File: src/rtl/btn_debounce.sv
// btn_debounce
//
// Per-channel switch conditioner that sits between the raw board switch pins
// and BTN_memory. Each channel synchronises its pin through two flops,
// rejects contact bounce with a stability counter, and produces a clean
// level plus single-cycle press and release pulses.
//
// Optional feature (compile-time macro BTN_DEBOUNCE_AUTOREPEAT_EN):
//   When defined, every channel gains an IDLE/DELAY/REPEAT FSM that emits
//   extra press pulses while a button stays held: the first one REPEAT_DELAY
//   cycles after the accepted press, then one every REPEAT_PERIOD cycles.
//   When undefined, press only marks debounced rising edges and the
//   REPEAT_* parameters have no effect.
//
// Parameters:
//   NUM_CH           number of independent switch channels
//   DEBOUNCE_CYCLES  consecutive stable cycles needed to accept a change (>= 2)
//   REPEAT_DELAY     hold time before the first auto-repeat pulse (macro only)
//   REPEAT_PERIOD    spacing of later auto-repeat pulses, >= 1 (macro only)
//
// Ports:
//   clk       in   system clock, all logic on the rising edge
//   reset     in   synchronous, active-high reset
//   switches  in   raw asynchronous switch / button inputs, one bit per channel
//   level     out  debounced switch state
//   press     out  one-cycle pulse on an accepted 0->1 change (plus repeats)
//   released  out  one-cycle pulse on an accepted 1->0 change
//                  ("release" is a reserved word, hence the past tense)
//
// Latency from the first edge that samples a new stable pin value to level
// changing is DEBOUNCE_CYCLES+2 edges: two synchroniser flops, then
// DEBOUNCE_CYCLES edges of agreement counted by cnt.

module btn_debounce #(
    parameter int NUM_CH          = 4,
    parameter int DEBOUNCE_CYCLES = 16,
    parameter int REPEAT_DELAY    = 500,
    parameter int REPEAT_PERIOD   = 100
) (
    input  logic              clk,
    input  logic              reset,
    input  logic [NUM_CH-1:0] switches,
    output logic [NUM_CH-1:0] level,
    output logic [NUM_CH-1:0] press,
    output logic [NUM_CH-1:0] released
);

    localparam int               CNT_W    = (DEBOUNCE_CYCLES > 2) ? $clog2(DEBOUNCE_CYCLES) : 1;
    localparam logic [CNT_W-1:0] CNT_LAST = CNT_W'(DEBOUNCE_CYCLES - 1);

    // Synchroniser stages: switches -> s1 -> s
    logic [NUM_CH-1:0] s1;
    logic [NUM_CH-1:0] s;

    // Stability counters, one per channel
    logic [CNT_W-1:0]  cnt [NUM_CH];

    logic [NUM_CH-1:0] differ;
    logic [NUM_CH-1:0] at_last;
    logic [NUM_CH-1:0] accept_rise;
    logic [NUM_CH-1:0] accept_fall;
    logic [NUM_CH-1:0] press_next;

    // A change is accepted on the edge where the synchronised value still
    // disagrees with level and the counter has already seen DEBOUNCE_CYCLES-1
    // disagreeing edges before this one.
    always_comb begin
        differ  = '0;
        at_last = '0;
        for (int i = 0; i < NUM_CH; i++) begin
            differ[i]  = s[i] ^ level[i];
            at_last[i] = (cnt[i] == CNT_LAST);
        end
        accept_rise = differ & at_last & s;
        accept_fall = differ & at_last & ~s;
    end

    always_ff @(posedge clk) begin
        if (reset) begin
            s1       <= '0;
            s        <= '0;
            level    <= '0;
            press    <= '0;
            released <= '0;
            for (int i = 0; i < NUM_CH; i++) begin
                cnt[i] <= '0;
            end
        end else begin
            s1       <= switches;
            s        <= s1;
            level    <= level ^ (accept_rise | accept_fall);
            press    <= press_next;
            released <= accept_fall;
            for (int i = 0; i < NUM_CH; i++) begin
                // Agreement with level (a bounce back) or an accepted change
                // both restart the count from zero.
                if (!differ[i] || at_last[i]) begin
                    cnt[i] <= '0;
                end else begin
                    cnt[i] <= cnt[i] + CNT_W'(1);
                end
            end
        end
    end

`ifdef BTN_DEBOUNCE_AUTOREPEAT_EN

    localparam int RPT_MAX = (REPEAT_DELAY > REPEAT_PERIOD) ? REPEAT_DELAY : REPEAT_PERIOD;
    localparam int RPT_W   = (RPT_MAX > 1) ? $clog2(RPT_MAX) : 1;

    localparam logic [RPT_W-1:0] DELAY_LAST  = RPT_W'(REPEAT_DELAY - 1);
    localparam logic [RPT_W-1:0] PERIOD_LAST = RPT_W'(REPEAT_PERIOD - 1);

    typedef enum logic [1:0] {
        IDLE   = 2'd0,
        DELAY  = 2'd1,
        REPEAT = 2'd2
    } rpt_state_t;

    logic [NUM_CH-1:0] rpt_fire;

    for (genvar i = 0; i < NUM_CH; i++) begin : g_rpt
        rpt_state_t       state_q;
        rpt_state_t       state_d;
        logic [RPT_W-1:0] rcnt_q;
        logic [RPT_W-1:0] rcnt_d;
        logic             fire;

        always_ff @(posedge clk) begin
            if (reset) begin
                state_q <= IDLE;
                rcnt_q  <= '0;
            end else begin
                state_q <= state_d;
                rcnt_q  <= rcnt_d;
            end
        end

        // The counter free-runs while a button is held; hitting the current
        // threshold fires one pulse and restarts it. An accepted release wins
        // over a coinciding threshold so no pulse escapes on that cycle.
        always_comb begin
            state_d = state_q;
            rcnt_d  = rcnt_q + RPT_W'(1);
            fire    = 1'b0;
            case (state_q)
                IDLE: begin
                    rcnt_d = '0;
                    if (accept_rise[i]) begin
                        state_d = DELAY;
                    end
                end
                DELAY: begin
                    if (accept_fall[i]) begin
                        state_d = IDLE;
                        rcnt_d  = '0;
                    end else if (rcnt_q == DELAY_LAST) begin
                        state_d = REPEAT;
                        rcnt_d  = '0;
                        fire    = 1'b1;
                    end
                end
                REPEAT: begin
                    if (accept_fall[i]) begin
                        state_d = IDLE;
                        rcnt_d  = '0;
                    end else if (rcnt_q == PERIOD_LAST) begin
                        rcnt_d = '0;
                        fire   = 1'b1;
                    end
                end
                default: begin
                    state_d = IDLE;
                    rcnt_d  = '0;
                end
            endcase
        end

        assign rpt_fire[i] = fire;
    end

    assign press_next = accept_rise | rpt_fire;

`else

    assign press_next = accept_rise;

    // Repeat timing only matters with auto-repeat compiled in; keep the
    // parameters referenced so the omission is clearly intentional.
    logic unused_repeat_cfg;
    assign unused_repeat_cfg = (REPEAT_DELAY > 0) ^ (REPEAT_PERIOD > 0);

`endif

endmodule
File: config.mk
export PLATFORM = sky130hd
export DESIGN_NAME = btn_debounce
export DESIGN_NICKNAME = d
export VERILOG_FILES = /design/src/rtl/btn_debounce.sv
export SDC_FILE = /design/constraint.sdc
export NUM_CORES = 1
export LEC_CHECK = 0
export CELL_PAD_IN_SITES_DETAIL_PLACEMENT = 0
export CELL_PAD_IN_SITES_GLOBAL_PLACEMENT = 1
export CORE_ASPECT_RATIO = 1.5
export CORE_MARGIN = 5
export CORE_UTILIZATION = 42
export DETAILED_ROUTE_END_ITERATION = 7
export GPL_TIMING_DRIVEN = 0
export HOLD_SLACK_MARGIN = 0.03
export PLACE_DENSITY = 0.86
export SYNTH_ARGS = -nofsm -noshare
export SYNTH_HDL_FRONTEND = slang
export SYNTH_SLANG_ARGS = --single-unit
File: constraint.sdc
create_clock -name clk -period 1.7 [get_ports clk]
set_input_delay 0.34 -clock clk [delete_from_list [all_inputs] [get_ports clk]]
set_output_delay 0.34 -clock clk [all_outputs]
set_load 0.01 [all_outputs]
# Word-level counts from Yosys, hierarchy flattened
# Memory sizes are Yosys's and may differ from the RTL's.
# Cells that the tools add are included.
dict set report op_classes {
  mux 34
  bitwise_logic 18
  n_reduce_logical 8
  eq_ne 4
  addsub 4
}
# op count
set ops {}
lappend ops {{4-bit two-way mux} 8}
lappend ops {{1-bit two-way mux} 26}
lappend ops {{4-bit by 1-bit adder with 4-bit output (second input constant)} 4}
lappend ops {{4-bit equality test (second input constant)} 4}
lappend ops {{4-bit bitwise AND} 3}
lappend ops {{1-bit OR} 8}
lappend ops {{1-bit zero test} 4}
lappend ops {{1-bit logical OR} 4}
lappend ops {{4-bit inverter} 1}
lappend ops {{4-bit OR} 1}
lappend ops {{1-bit XOR} 4}
lappend ops {{4-bit XOR} 1}
dict set report totals {
  memories 1
  input_bits 6
  ff_bits 20
  mem_bits_rw 16
}
# name depth width rd rd_ports_with_merged_regs write_ports line_no
set memory_table {}
lappend memory_table {cnt 4 4 4 0 4 56} ;# logic [CNT_W-1:0] cnt [NUM_CH];

# Logic depth before layout (Yosys ltp)
dict set report depth {
  word_depth 8
  depth_mapped 4
}

# Least setup slack after synthesis
# Ideal clock, no wire load.
dict set report synth_timing {
  path_kind {register to register}
  startpoint {mem cnt[2][0] in the netlist's numbering}
  endpoint {mem cnt[2][3] in the netlist's numbering, data pin}
  setup_ns 0.139
  t_arrival_ns 1.238
  setup_slack_ns 0.324
  stages_incl_launch_ff 5
  path_buffers 0
  path_cell_list {edfxtp_1 > ha_1 > nand3_1 > or3b_1 > nor2_1}
}
# element line_no
set synth_lines {}
lappend synth_lines {{from (decl)} 56}

==> results.cfg <==
[outcome]
outcome = finished clean

[worst_setup_path]
path_cells = clkdlybuf4s50_1
critPathArrivalTime_ns = 1.25
critical-path-max-stage-delay_ns = 0.57
cp_num_buf_inv = 1
crit_type = reg -> out
cp-end-kind = primary output
crit_fanout = 5
slowest_stage = clkdlybuf4s50_1
crit_family = buffers and inverters
required_ns = 1.36
crit_path_start_kind = flip-flop

[timing]
hold_ws_ns = 0.438
layout_setup_ws_ns = 0.108
drv_slew = 0
rsz0062_at_grt = no
fin_setup_tns_ns = 0
setup_viol = 0
fmax_ghz = 0.628
hold_viol = 0
fin_skew_ns = 0.00223
period_share_pct = 93.7
fin_crit_ns = 1.59

[floorplanning]
die_height_um = 80.1
rows = 25
core-area_um2 = 3160
die_area_um2 = 4540
fp.dieW_um = 56.7
ios = 18
start_util_pct = 43.5

[clock_tree]
clock_latency_ns = 0.27
postCtsSetupRepairBufs = 0
cts_sinks = 36
clock-root-buffer = clkbuf_8
cts_tree = yes
h-tree-depth = 2
cts.clk_slew.worst_paths_ns = 0.06
cts_buffers = 5
cts_buffer_depth = 2
post_cts_resized = 0
holdBufCountCts = 0

[layout]
fin_area_um2 = 1730
fin_util_pct = 54.8
n_fill_cell = 281
syn_to_final_growth_pct = 25.9
layout-drive-gt1-share_pct = 3.31
fin_nets = 160
final_cells = 191
num_antenna_cells = 0

[route]
wl_per_cell_um = 10.4
post_drt_via_cell_ratio = 4.59
dr_total_vias = 876
drcViolationCount = 0
first_pass_iters = 2
drt-total-wl_um = 1990
ant_nets = 0
drt_iter0_drc = 4

[pwr]
leakagePower_nw = 0.673
power_density_nw_per_um2 = 903
p_total_mw = 1.56
ir_worst_vdd_uv = 677

[logic_synthesis]
yosysWarnings = 0
synthCells = 111
synth_cell_types = 16
ys_seq_area_share_pct = 64.1
synth_area_per_cell_um2 = 12.4
syn_area_um2 = 1380
ys_ff_latch = 36

[min_path]
min_path_type = reg -> reg

[placed_design]
hpwlAfterDp_um = 1490
placement.io_buffers = 17
dpl_cell_area_um2 = 1650
dp_slack_ns = -0.116
place_inst = 183
gp_congestion = 0.683

[grt]
antenna_found_initial = 0
grt_use_total_pct = 9.99
grt_pass1_vias = 856
overflow = 0
grt_max_degree = 11
grt_pass1_wl_um = 3390

[run]
maxCapViolations = 0
==> placed cells by master, fill, tap and decap left out, types with 7 or more instances in the layout <==
| cell type | n |
|---|---|
| dfxtp_1 | 20 |
| nor2_1 | 17 |
| clkdlybuf4s50_1 | 17 |
| edfxtp_1 | 16 |
| conb_1 | 16 |
| nand3_1 | 8 |
| nor4b_1 | 8 |
| nor2b_1 | 8 |
| xnor2_1 | 7 |
==> synthesized netlist by cell type (all sizes together) <==
master | instances | share of area [%]
dfxtp | 20 | 29
nor2 | 17 | 4.6
edfxtp | 16 | 35
nand3 | 8 | 2.9
nor2b | 8 | 3.6
nor4b | 8 | 5.1
xnor2 | 7 | 4.5
xor2 | 5 | 3.2
ha | 4 | 3.6
inv | 4 | 1.1
mux2i | 4 | 2.9
nor3 | 3 | 1.1
or3b | 3 | 1.9
clkbuf | 2 | 0.55
conb | 1 | 0.27
nand3b | 1 | 0.55
==> worst paths after layout <==
kind	start	to	slack (ns)	depth (start not counted)
worst min register to register	s1[2]$_SDFF_PP0_	s[2]$_SDFF_PP0_	0.44	1
worst max-delay path	flip-flop	level[0]	0.11	1
worst min-delay path	s1[2]$_SDFF_PP0_	s[2]$_SDFF_PP0_	0.44	1
worst max register to register	cnt[0][0]$_SDFFCE_PN0P_	cnt[0][3]$_SDFFCE_PN0P_	0.19	4
==> report_power, final <==
part	leakage [nW]	total (mW)	internal, mW	switching, mW
clock	0.0399	0.547	0.285	0.263
combinational	0.306	0.0685	0.0341	0.0345
sequential	0.328	0.947	0.930	0.0175
total	0.673	1.56	1.25	0.315
==> layout make-up <==
cell class / instances / area [um2] / share of cell area, %
multi-input combinational: 84 / 528 / 30.5
clock inverter: 1 / 3.75 / 0.217
sequential: 36 / 881 / 50.9
tap: 40 / 50.0 / 2.89
inverter: 4 / 15.0 / 0.867
buffer: 2 / 7.51 / 0.434
clock buffer: 7 / 76.3 / 4.41
timing repair buffer: 17 / 170 / 9.83
==> routing by layer <==
metal	GRT usage, %	vias to the layer above	routed length (um)
li1	-	446	-
met1	9.82	405	872
met2	17.6	19	962
met5	0	-	0
met4	6.41	0	50
met3	3.38	6	104
==> cell families (layout without fill, tap and decap cells) <==
| logic type | count (synthesis) | after routing | share of synthesized area, % |
|---|---|---|---|
| xor gates and xnor gates | 12 | 12 | 7.64 |
| adders and majority gates | 4 | 4 | 3.64 |
| buffers and inverters | 6 | 31 | 1.64 |
| DFF | 36 | 36 | 64.1 |
| muxes | 4 | 4 | 2.91 |
| other | 1 | 16 | 0.273 |
| and+or+nand+nor | 48 | 48 | 19.8 |
(Power assumes the default switching activity.)
==> RTL edit (same flow settings) <==
Put one more register stage on the output `level`. The value now appears one clock later. The other outputs are not delayed to match. Comments in the files are not updated.
--- a/src/rtl/btn_debounce.sv
+++ b/src/rtl/btn_debounce.sv
@@ -48,6 +48,8 @@
     localparam int               CNT_W    = (DEBOUNCE_CYCLES > 2) ? $clog2(DEBOUNCE_CYCLES) : 1;
     localparam logic [CNT_W-1:0] CNT_LAST = CNT_W'(DEBOUNCE_CYCLES - 1);
 
+    logic [NUM_CH-1:0] level_s0;
+
     // Synchroniser stages: switches -> s1 -> s
     logic [NUM_CH-1:0] s1;
     logic [NUM_CH-1:0] s;
@@ -68,7 +70,7 @@
         differ  = '0;
         at_last = '0;
         for (int i = 0; i < NUM_CH; i++) begin
-            differ[i]  = s[i] ^ level[i];
+            differ[i]  = s[i] ^ level_s0[i];
             at_last[i] = (cnt[i] == CNT_LAST);
         end
         accept_rise = differ & at_last & s;
@@ -79,7 +81,7 @@
         if (reset) begin
             s1       <= '0;
             s        <= '0;
-            level    <= '0;
+            level_s0 <= '0;
             press    <= '0;
             released <= '0;
             for (int i = 0; i < NUM_CH; i++) begin
@@ -88,7 +90,7 @@
         end else begin
             s1       <= switches;
             s        <= s1;
-            level    <= level ^ (accept_rise | accept_fall);
+            level_s0 <= level_s0 ^ (accept_rise | accept_fall);
             press    <= press_next;
             released <= accept_fall;
             for (int i = 0; i < NUM_CH; i++) begin
@@ -192,4 +194,8 @@
 
 `endif
 
+    always_ff @(posedge clk) begin
+        level <= level_s0;
+    end
+
 endmodule
Function: same outputs for any inputs over 10 cycles, from zero or initial values and one cycle with reset high; that may be too few to reach the edited logic, so the function may still have changed.
==> RTL edit against the original RTL <==
Synthesized area is 5.9% higher. Sequential cell count increased by 4. Final cell count rose by 3.1%. Largest power group unchanged. Wire length is 10% higher. Count of clock-buffer cells in the layout shrank 1. Total power rose by 19%. First-iteration DRC count did not move. Design area up 6.4%. Sequential power is 9.8% higher. Worst setup slack improved by 0.019 ns. Critical path depth increased by 3.
==> RTL edit: results (changes against the original RTL) <==
Status:
- Run status: complete, no violations (unchanged).

Placement:
- The pre-CTS setup slack is -0.1322 ns (was -0.1164 ns).
- The total placed instance area was 1735 µm² (was 1652 µm²).
- The global placement routability congestion is 0.6545 (was 0.6825).

Timing:
- The worst clock skew on the final layout came to 0.004731 ns (was 0.002235 ns).
- The worst hold slack is 0.4084 ns (was 0.4382 ns).
- The final worst slack came to 0.1269 ns (was 0.1076 ns).

Min path:
- The number of instances on the worst hold path is 0 (was 1).

Setup path:
- The endpoint of the worst-slack reg-to-reg timing path is cnt[3][0] (was cnt[0][3]).
- The slowest stage cell on the critical path is sky130_fd_sc_hd__edfxtp_1 (was sky130_fd_sc_hd__clkdlybuf4s50_1).
- The delay of the slowest critical-path stage is 0.43 ns (was 0.57 ns).
- The cell type group with the largest total delay on the critical path is simple AND/OR/NAND/NOR gates (was buffers and inverters).
- The worst flop-to-flop path startpoint is cnt[3][0] (was cnt[0][0]).
- The critical-path maximum fanout is 4 (was 5).

Cells and area:
- The proportion of cell area occupied by multi-input gates was 0.2872 (was 0.3049).
- The share of final layout cell area taken by non-clock buffers is 0.09640 (was 0.1026).
- The combined flip-flop and latch cell area came to 960.9 µm² (was 880.8 µm²).
- The fraction of final layout cells with drive strength greater than 1 is 0.04516 (was 0.03311).
- The final-stage net count was 164 (was 160).
- The sequential cell count came to 40 (was 36).

Route:
- The via count of the routed design was 904 (was 876).
- The length of the first detailed-routing pass in iterations was 4 (was 2).

Global route:
- The global routing met2 resource utilization is 0.1934 (was 0.1759).
- The largest net degree at the start of global routing was 13 (was 11).
- The wire length of the first global-routing pass is 3808 µm (was 3394 µm).

Power:
- The reported leakage power is 0.7190 nW (was 0.6733 nW).

Synth:
- The post-synthesis sequential area ratio is 0.6598 (was 0.6406).
- The cell area after synthesis is 1456 µm² (was 1375 µm²).
- The number of standard cells after synthesis came to 115 (was 111).
==> RTL edit: how the worst max path moves through the flow <==
stage,start,to,cells after the start
after floorplan,cnt[3][0],cnt[3][3],4
after global placement,reset,cnt[0][2],3
after detailed placement,reset,cnt[1][2],3
after CTS,cnt[3][0],cnt[3][0],4
after global routing,cnt[3][0],cnt[3][0],4
final,cnt[3][0],cnt[3][0],4
==> RTL edit: kinds of logic (layout without fill, tap and decap cells) <==
family | after synthesis | count (layout) | share of synthesized area
AOI/OAI and AO/OA | 1 | 1 | 0.006873
xor gates and xnor gates | 12 | 12 | 0.07216
adders and majority gates | 4 | 4 | 0.03437
buffers and inverters | 6 | 31 | 0.01546
DFF | 40 | 40 | 0.6598
muxes | 4 | 4 | 0.02749
other | 1 | 16 | 0.002575
and+or+nand+nor | 47 | 47 | 0.1813
==> RTL edit: power by group <==
group / switching, mW / internal (mW)
Sequential: 0.0182 / 1.02
Clock: 0.306 / 0.435
Combinational: 0.0354 / 0.0343
Total: 0.360 / 1.49
